### config.mk
export PLATFORM = sky130hd
export DESIGN_NAME = dvsd_8216m2_mul
export DESIGN_NICKNAME = d
export VERILOG_FILES = /design/src/rtl/dvsd_8216m2_mul_pkg.sv /design/src/rtl/dvsd_8216m2_mul_ksadd.sv /design/src/rtl/dvsd_8216m2_mul.sv
export SDC_FILE = /design/constraint.sdc
export NUM_CORES = 1
export LEC_CHECK = 0
export CORE_MARGIN = 3
export CORE_UTILIZATION = 47
export DETAILED_ROUTE_END_ITERATION = 8
export PLACE_DENSITY_LB_ADDON = 0.08
export SLEW_MARGIN = 20
export SYNTH_ARGS = -nofsm -noshare
export SYNTH_HDL_FRONTEND = slang
export SYNTH_SLANG_ARGS = --single-unit
### constraint.sdc
create_clock -name clk -period 6.4 [get_ports clk]
set_input_delay 0.64 -clock clk [delete_from_list [all_inputs] [get_ports clk]]
set_output_delay 0.64 -clock clk [all_outputs]
set_load 0.05 [all_outputs]
### src/rtl/dvsd_8216m2_mul_pkg.sv
// Shared widths, product type and partial-product row helper for the 8x8 unsigned multiplier.
package dvsd_8216m2_mul_pkg;

  localparam int OPW = 8;
  localparam int PW  = 16;

  typedef logic [PW-1:0] product_t;

  // One shifted row of the AND array: operand A gated by a single B bit.
  function automatic product_t ppRow(input logic [OPW-1:0] a, input logic bBit, input int shift);
    product_t row;
    row = product_t'(a & {OPW{bBit}});
    return row << shift;
  endfunction

endpackage

### src/rtl/dvsd_8216m2_mul_ksadd.sv
// Adder cells for the multiplier: half adder, 3:2 compressor, a 16-bit row compressor
// built from them, and the 16-bit Kogge-Stone final adder.
module halfadder (
  input  logic a_i,
  input  logic b_i,
  output logic sum_o,
  output logic carry_o
);
  assign sum_o   = a_i ^ b_i;
  assign carry_o = a_i & b_i;
endmodule

module compressor3to2 (
  input  logic a_i,
  input  logic b_i,
  input  logic c_i,
  output logic sum_o,
  output logic carry_o
);
  assign sum_o   = a_i ^ b_i ^ c_i;
  assign carry_o = (a_i & b_i) | (a_i & c_i) | (b_i & c_i);
endmodule

// Reduces three 16-bit rows to sum + carry rows. Columns below HA_BELOW have a
// known-zero third row, so a half adder suffices there.
module CsaRow16 #(
  parameter int unsigned HA_BELOW = 0
) (
  input  logic [15:0] x_i,
  input  logic [15:0] y_i,
  input  logic [15:0] z_i,
  output logic [15:0] sum_o,
  output logic [15:0] carry_o
);
  logic [15:0] carryBits;
  logic        unusedTopCarry;

  genvar k;
  for (k = 0; k < 16; k++) begin : gCol
    if (k < HA_BELOW) begin : gHa
      logic unusedZ;
      assign unusedZ = z_i[k];
      halfadder uHa (
        .a_i    (x_i[k]),
        .b_i    (y_i[k]),
        .sum_o  (sum_o[k]),
        .carry_o(carryBits[k])
      );
    end else begin : gFa
      compressor3to2 uFa (
        .a_i    (x_i[k]),
        .b_i    (y_i[k]),
        .c_i    (z_i[k]),
        .sum_o  (sum_o[k]),
        .carry_o(carryBits[k])
      );
    end
  end

  // The rows never sum past 0xFE01, so the column-15 carry is always zero.
  assign carry_o        = {carryBits[14:0], 1'b0};
  assign unusedTopCarry = carryBits[15];
endmodule

module ksadd16b (
  input  logic [15:0] a_i,
  input  logic [15:0] b_i,
  input  logic        cin_i,
  output logic [15:0] sum_o,
  output logic        cout_o
);
  logic [15:0] p0;
  logic [15:0] g0;
  logic [15:0] carries;
  logic        unusedTopP;

  assign p0 = a_i ^ b_i;
  assign g0 = {a_i[15:1] & b_i[15:1], (a_i[0] & b_i[0]) | (p0[0] & cin_i)};

  genvar l, k;
  for (l = 0; l <= 4; l++) begin : gLevel
    logic [15:0] g;
    logic [15:0] p;
    if (l == 0) begin : gInit
      assign g = g0;
      assign p = p0;
    end else begin : gPrefix
      for (k = 0; k < 16; k++) begin : gBit
        if (k >= (1 << (l - 1))) begin : gMerge
          assign g[k] = gLevel[l-1].g[k] | (gLevel[l-1].p[k] & gLevel[l-1].g[k-(1<<(l-1))]);
          assign p[k] = gLevel[l-1].p[k] & gLevel[l-1].p[k-(1<<(l-1))];
        end else begin : gPass
          assign g[k] = gLevel[l-1].g[k];
          assign p[k] = gLevel[l-1].p[k];
        end
      end
    end
  end

  // Carry-in is folded into bit 0's generate, so every group generate is a carry.
  assign carries    = {gLevel[4].g[14:0], cin_i};
  assign sum_o      = p0 ^ carries;
  assign cout_o     = gLevel[4].g[15];
  assign unusedTopP = ^gLevel[4].p;
endmodule

### src/rtl/dvsd_8216m2_mul.sv
// Unsigned 8x8 multiplier: AND array, four-level 3:2 reduction, Kogge-Stone final
// add and a single registered 16-bit product on scalar bit ports.
module dvsd_8216m2_mul
  import dvsd_8216m2_mul_pkg::*;
(
  input  logic clk,
  input  logic rst,
  input  logic a0, input logic a1, input logic a2, input logic a3,
  input  logic a4, input logic a5, input logic a6, input logic a7,
  input  logic b0, input logic b1, input logic b2, input logic b3,
  input  logic b4, input logic b5, input logic b6, input logic b7,
  output logic m0,  output logic m1,  output logic m2,  output logic m3,
  output logic m4,  output logic m5,  output logic m6,  output logic m7,
  output logic m8,  output logic m9,  output logic m10, output logic m11,
  output logic m12, output logic m13, output logic m14, output logic m15
);
  logic [OPW-1:0] opA;
  logic [OPW-1:0] opB;
  product_t       pp [OPW];
  product_t       s1a, c1a, s1b, c1b;
  product_t       s2a, c2a, s2b, c2b;
  product_t       s3, c3, s4, c4;
  product_t       productD;
  product_t       productQ;
  logic           unusedFinalCarry;

  assign opA = {a7, a6, a5, a4, a3, a2, a1, a0};
  assign opB = {b7, b6, b5, b4, b3, b2, b1, b0};

  genvar j;
  for (j = 0; j < OPW; j++) begin : gPp
    assign pp[j] = ppRow(opA, opB[j], j);
  end

  // Wallace schedule 8 -> 6 -> 4 -> 3 -> 2 rows; HA_BELOW marks where the third row is still zero.
  CsaRow16 #(.HA_BELOW(2)) uL1a (.x_i(pp[0]), .y_i(pp[1]), .z_i(pp[2]), .sum_o(s1a), .carry_o(c1a));
  CsaRow16 #(.HA_BELOW(5)) uL1b (.x_i(pp[3]), .y_i(pp[4]), .z_i(pp[5]), .sum_o(s1b), .carry_o(c1b));

  CsaRow16 #(.HA_BELOW(3)) uL2a (.x_i(s1a), .y_i(c1a),   .z_i(s1b),   .sum_o(s2a), .carry_o(c2a));
  CsaRow16 #(.HA_BELOW(7)) uL2b (.x_i(c1b), .y_i(pp[6]), .z_i(pp[7]), .sum_o(s2b), .carry_o(c2b));

  CsaRow16 #(.HA_BELOW(5)) uL3  (.x_i(s2a), .y_i(c2a), .z_i(s2b), .sum_o(s3), .carry_o(c3));

  CsaRow16 #(.HA_BELOW(7)) uL4  (.x_i(s3),  .y_i(c3),  .z_i(c2b), .sum_o(s4), .carry_o(c4));

  ksadd16b uFinal (
    .a_i   (s4),
    .b_i   (c4),
    .cin_i (1'b0),
    .sum_o (productD),
    .cout_o(unusedFinalCarry)
  );

  always_ff @(posedge clk) begin
    if (rst) begin
      productQ <= '0;
    end else begin
      productQ <= productD;
    end
  end

  assign {m15, m14, m13, m12, m11, m10, m9, m8} = productQ[15:8];
  assign {m7,  m6,  m5,  m4,  m3,  m2,  m1, m0} = productQ[7:0];

endmodule

==> impl_results.md, run 1 <==
- Antenna violations before repair: 0
- Slew Viols, Final: 0
- Count of yosys warnings during synthesis: 0
- Sequential element share of the synthesized area: 0.1416
- Clock-pin slew on the worst setup and hold paths: approximately 0.060 ns
- Largest area contributor in the synthesized netlist: sky130_fd_sc_hd__fa_1
- Fraction of registers with async set/reset: 0
- Power density over cell area: between 300 and 400 nW/µm²
- Period utilization: 0.7528
- Detailed-route via count: 1713
- Fraction of post-synthesis cell area in the top cell type by area: 0.3451
- Cell Area, Synth: 2262 µm²
- Maximum fanout along the worst path: 8
- Layout cell share with drive strength beyond 1: 0.03901
- Count of flip-flops with a built-in enable after synthesis: 0
- Critical-path cell list: clkdlybuf4s50_1 > and2_1 > fa_1 > inv_1 > fa_1 > inv_1 > fa_1 > ha_1 > ha_1 > inv_1 > fa_1 > nor2b_4 > nor3_2 > o21ai_2 > a31oi_1 > mux2_1
- Standard-cell row count: 24
- Compound-Gate Fraction of Synth Area: 0.06250
- Maximum number of pins on one net before global-route repair: 19
- Slew of the pin with the lowest slew margin: a little under 0.6 ns
- Count of endpoints failing setup in the final report: 0
- Cell occurring most often along the worst timing path: sky130_fd_sc_hd__fa_1
- Overflow left after global routing: 0
- WL/cell: between 10 and 15 µm
- Cell types with the highest counts after synthesis: 46 x sky130_fd_sc_hd__inv_1, 45 x sky130_fd_sc_hd__nand2_1, 39 x sky130_fd_sc_hd__fa_1, 25 x sky130_fd_sc_hd__ha_1, 22 x sky130_fd_sc_hd__and2_1
- Total placed cells including tap cells: 330
- Final standard cell area without fillers: between 2000 and 3000 µm²
- Static leakage: roughly 1.3 nW
- Final worst path period need: around 4.8 ns
- Critical Path RT: between 6 and 7 ns
- Post-synth cell types: 32
- Total global routing track utilization: 0.1796
- Largest Register: productQ
- Post-Route WL: 4347 µm
- DIE AREA: about 5700 µm²
- Number of global-route vias before repair: 1828
- Core box area: 4504 µm²
- F_max: approximately 210 MHz
- Die Wd: roughly 75 µm
- Synth area leaders: sky130_fd_sc_hd__fa_1 35%, sky130_fd_sc_hd__dfxtp_1 14%, sky130_fd_sc_hd__ha_1 14%
- Global-route wire length before repair: roughly 7800 µm
- Buf/Inv on CP: 4
- Number of nets with antenna violations after routing: 0
- Instance count of the mapped netlist: approximately 250
- Final Hold Fails: 0
- DRC violations left: 0
- Peak supply drop: about 0.00019 V
- Sequential cell area in the final layout: between 300 and 400 µm²
- Starting Density: 0.5022
- Cell family with the largest share of critical-path delay: adder cells
- Final total power: about 0.84 mW
- Mean post-synth cell area: slightly above 9 µm²
- Port Buf Inserts: 33
- Die outline height: between 70 and 80 µm
- Num CTS Buffers: 3
- Layout Utilization: 0.5989
- Most frequently used cell type in the post-synthesis netlist: sky130_fd_sc_hd__inv_1
- Top flop regs: productQ: 16 flops
- Via-to-Cell Ratio: slightly above 5
- Total of cells resized after clock tree synthesis: 0
- Total area of multi-input combinational cells: 1754 µm²
- # clock sinks: 16
- Worst Hold Class: primary input to flop
- Buffer count from post-CTS setup fixing: 0
- Clock tree from TritonCTS: built
- CP Capture Type: flop
- Count of state elements after synthesis: 16
- Nature of the critical path startpoint: primary input
- Class of the most critical setup path: primary input to flop
- Net count, final: roughly 370
- Flip-flop count of the largest register after layout: 16
- Flip-flop cell with the highest count after synthesis: sky130_fd_sc_hd__dfxtp_1
- Root cell of the clock tree: sky130_fd_sc_hd__clkbuf_8
- Simple-gate share of the synthesized area: 0.2002
- Number of DRC markers after the initial detailed-route iteration: 49
- Max clock buf depth: 2
- Unrepaired setup endpoints after global routing: false
- Number of top-level pins: 34
- Number of iterations in the first detailed-routing pass: 5
- Max-cap violation count: 0
- Fill cells: approximately 420
- Total negative slack for setup checks: 0 ns
- Sum of net half-perimeters after detailed placement: 3649 µm
- Share of cell area taken by muxes after synthesis: 0.009956
- Final non-filler cell total: about 330
- XOR/XNOR Fraction of Synth Area: 0.01936
- Net count after synthesis: approximately 330
- Routability congestion estimate from global placement: approximately 0.81
- Slowest cell on crit path: sky130_fd_sc_hd__clkdlybuf4s50_1
- Combinational family with the most area after synthesis: adder cells
- Hold-fix buffers, CTS: 0
- Run status: completed
- Slew margin rel.: 0.6101
- Share of synthesized cell area in full adder, half adder and majority cells: 0.4834
- CTS H-tree depth: 1
- Placed inst area: roughly 2600 µm²
- Longest individual stage delay on the worst path: 0.57 ns
- Area added between synthesis and finish: 19.25%
- Data arrival time of the critical path: roughly 5.0 ns
- Antenna cells: 0
[final cells by class]
type | instances | area share
multi-input combinational | 183 | 0.6503
clock buffer | 4 | 0.02041
tap | 52 | 0.02412
inverter | 46 | 0.06401
timing repair buffer | 33 | 0.1224
sequential | 16 | 0.1187
[report_power, final]
part	leakage [nW]	internal, mW	switching, mW
registers	0.133	0.131	0.00611
logic	1.13	0.256	0.364
clock network	0.0288	0.0545	0.0319
[worst paths after layout]
| path | cells past startpoint | start | end |
|---|---|---|---|
| min | 3 | a0 | productQ[0]$_SDFF_PP0_ |
| max | 16 | a2 | productQ[15]$_SDFF_PP0_ |
[metrics by stage]
step	hold slack, ns	worst slack [ns]
2_1_floorplan	0.7538	2.092
3_3_place_gp	1.426	1.372
3_5_place_dp	1.430	1.276
4_1_cts	1.168	1.526
5_1_grt	1.186	1.307
6_report	1.165	1.582
[cells in the final DEF, fill, tap and decap left out, drive strengths merged]
master         instances
inv                   46
nand2                 45
fa                    39
clkdlybuf4s50         33
ha                    25
and2                  22
dfxtp                 16
nor2                  10
nor2b                  8
o21ai                  6
clkbuf                 4
a21oi                  4
xor2                   3
nor3                   3
a31oi                  2
mux2                   2
o21a                   2
xnor2                  2
a211oi                 2
and3                   2
a21o                   1
and2b                  1
o211ai                 1
a221oi                 1
nand2b                 1
o22ai                  1
[metal layers]
layer / global-route usage / up-vias / wire [µm]
li1: - / 827 / -
met1: 0.2287 / 840 / 1848
met2: 0.3298 / 42 / 2291
met3: 0.03166 / 4 / 174
met4: 0.01748 / 0 / 34
met5: 0 / - / 0
[tightest hold or removal path, cell delays in order]
cell                              delay (ns)
sky130_fd_sc_hd__clkdlybuf4s50_1        0.54
sky130_fd_sc_hd__nand2_1                0.14
sky130_fd_sc_hd__nor2_1                 0.04
[logic make-up (layout without fill, tap and decap cells)]
kind of cell	count (synthesis)	after routing
adders and majority gates	64	64
buffers and inverters	50	83
muxes	2	2
and+or+nand+nor	92	92
xor gates and xnor gates	5	5
DFF	16	16
AOI/OAI and AO/OA	20	20
No activity file was read; power rests on OpenSTA's default activity.
==> inputs of run 2 (changes only) <==
clock period = 4 ns   (was 6.4 ns; I/O delays follow)
==> impl_results.md, run 2 (same netlist as run 1, synthesis figures left out) <==
- Number of DRC markers after the initial detailed-route iteration: 60 (+22%)
- Number of global-route vias before repair: 1900 (+3.9%)
- Worst Hold Slack: 0.5776 ns (-0.5875 ns)
- Count of endpoints failing setup in the final report: 0 (unchanged)
- Run status: completed
- CTS H-tree depth: 1 (unchanged)
- Net count, final: 401 (+9.9%)
- Worst Hold Class: primary input to flop
- DIE AREA: 5681 µm² (unchanged)
- Die Wd: 75.38 µm (unchanged)
- Dpl ws: -0.6681 ns (-1.944 ns)
- Overflow left after global routing: 0 (unchanged)
- Slew margin rel.: 0.5860 (-0.02404)
- Sum of net half-perimeters after detailed placement: 3834 µm (+5.1%)
- Number of top-level pins: 34 (unchanged)
- Final Hold Fails: 0 (unchanged)
- Max-cap violation count: 0 (unchanged)
- Total placed cells including tap cells: 364 (+10%)
- Number of instances on the worst hold path: 4 (+1)
- Clock-pin slew on the worst setup and hold paths: 0.06 ns (about the same)
- # clock sinks: 16 (unchanged)
- Routability congestion estimate from global placement: 0.8427 (+4.0%)
- Min setup slack post-route: 0.1532 ns (-1.429 ns)
- Peak supply drop: 0.0003480 V (+83%)
- CP Capture Type: flop
- Total negative slack for setup checks: 0 ns (unchanged)
- Detailed-route via count: 1833 (+7.0%)
- Final worst path period need: about 3.8 ns
- Clock tree from TritonCTS: built
- Starting Density: 0.5022 (unchanged)
- Area added between synthesis and finish: 32.63%
- Max clock buf depth: 2 (unchanged)
- Top library cells by usage in the layout, fill and taps aside: 45 x sky130_fd_sc_hd__inv_1, 43 x sky130_fd_sc_hd__nand2_1, 37 x sky130_fd_sc_hd__buf_4
- Layout cell share with drive strength beyond 1: 0.2579 (+0.2189)
- Most frequent standard cell in the layout excluding fill and tap cells: sky130_fd_sc_hd__inv_1
- Flip-flop count of the largest register after layout: 16 (unchanged)
- Final non-filler cell total: 370 (+11%)
- Power density over cell area: 539.6 nW/µm² (+73%)
- Endpoint, Worst Hold: productQ[0]$_SDFF_PP0_
- Num CTS Buffers: 3 (unchanged)
- Number of nets with antenna violations after routing: 0 (unchanged)
- Via-to-Cell Ratio: 4.954 (-3.4%)
- Top flop regs: productQ: 16 flops
- Number of iterations in the first detailed-routing pass: 6 (+1)
- Antenna violations before repair: 0 (unchanged)
- Slew Viols, Final: 0 (unchanged)
- Placed inst area: 2898 µm² (+9.7%)
- Critical Path RT: 4.13 ns (-2.41 ns)
- Period utilization: 0.9617
- Nature of the critical path startpoint: primary input
- Root cell of the clock tree: sky130_fd_sc_hd__clkbuf_8
- WL/cell: 12.15 µm (-6.7%)
- Port Buf Inserts: 33 (unchanged)
- Maximum fanout along the worst path: 8 (unchanged)
- Post-Route WL: 4495 µm (+3.4%)
- Global-route wire length before repair: 8045 µm (+3.2%)
- Data arrival time of the critical path: 3.98 ns (-0.97 ns)
- Total global routing track utilization: 0.1803 (+0.0007813)
- F_max: roughly 260 MHz
- DRC violations left: 0 (unchanged)
- Static leakage: 1.483 nW (+15%)
- Largest Register: productQ
- Final standard cell area without fillers: 3000 µm² (+11%)
- Slew of the pin with the lowest slew margin: 0.6190 ns (+0.03595 ns)
- Standard-cell row count: 24 (unchanged)
- Class of the most critical setup path: primary input to flop
- Antenna cells: 0 (unchanged)
- Maximum number of pins on one net before global-route repair: 19 (unchanged)
- Die outline height: 75.38 µm (unchanged)
- Source of the worst hold timing path: a0
- Core box area: 4504 µm² (unchanged)
[run 2: per-stage QoR]
step / utilization / power (mW)
floorplan: - / 0.9855
global placement: 0.6433 / 1.374
detailed placement: 0.6433 / 1.381
CTS: 0.6644 / 1.566
global route: 0.6661 / 1.799
finish: 0.6661 / 1.619
[run 2: how the worst max path moves through the flow]
stage | slack, ns | end | start | cells after the start
detailed placement | -0.67 | productQ[13]$_SDFF_PP0_ | b3 | 16
global placement | -0.64 | productQ[15]$_SDFF_PP0_ | b3 | 16
finish | 0.15 | productQ[15]$_SDFF_PP0_ | b4 | 13
global route | -0.01 | productQ[15]$_SDFF_PP0_ | b4 | 13
floorplan | 0.02 | productQ[15]$_SDFF_PP0_ | a4 | 15
CTS | 0.004 | productQ[13]$_SDFF_PP0_ | a2 | 16
[run 2: metal layers]
layer  part of all wire  up-vias  wire [µm]  GRT usage
li1                   -      900          -          -
met1               0.41      892       1846     0.2327
met2               0.54       39       2405     0.3375
met3              0.052        2        234    0.02639
met4             0.0018        0          8   0.005825
met5                  0        -          0          0
[run 2: cell type report]
cell class	count	area [µm²]
Clock buffer	4	55.05
Fill cell	396	1504
Timing Repair Buffer	69	538.0
Multi-Input combinational cell	183	1849
Inverter	46	172.7
Tap cell	52	65.06
Sequential cell	16	320.3
[run 2: timing repair]
item / CTS / global route
hold buffers: 0 / 0
endpoints found under the setup margin: 7 / 7
setup buffers: 1 / 1
pin swaps: 7 / 13
resized for setup: 41 / 42
[run 2: critical path, cell delays in order]
cell                      delay, ns
sky130_fd_sc_hd__buf_2         0.17
sky130_fd_sc_hd__nand2_1       0.09
sky130_fd_sc_hd__fa_1          0.49
sky130_fd_sc_hd__fa_1          0.57
sky130_fd_sc_hd__fa_1          0.44
sky130_fd_sc_hd__fa_1          0.55
sky130_fd_sc_hd__inv_1         0.07
sky130_fd_sc_hd__ha_4          0.25
sky130_fd_sc_hd__nor2b_4       0.13
sky130_fd_sc_hd__nor3_2        0.17
sky130_fd_sc_hd__o21ai_2       0.11
sky130_fd_sc_hd__a31oi_1       0.20
sky130_fd_sc_hd__mux2_1        0.34
[run 2: where the power goes]
part | switching (mW) | internal [mW] | total, mW
registers | 0.0111 | 0.210 | 0.221
clock network | 0.0521 | 0.0871 | 0.139
logic | 0.657 | 0.602 | 1.26
total | 0.720 | 0.899 | 1.62
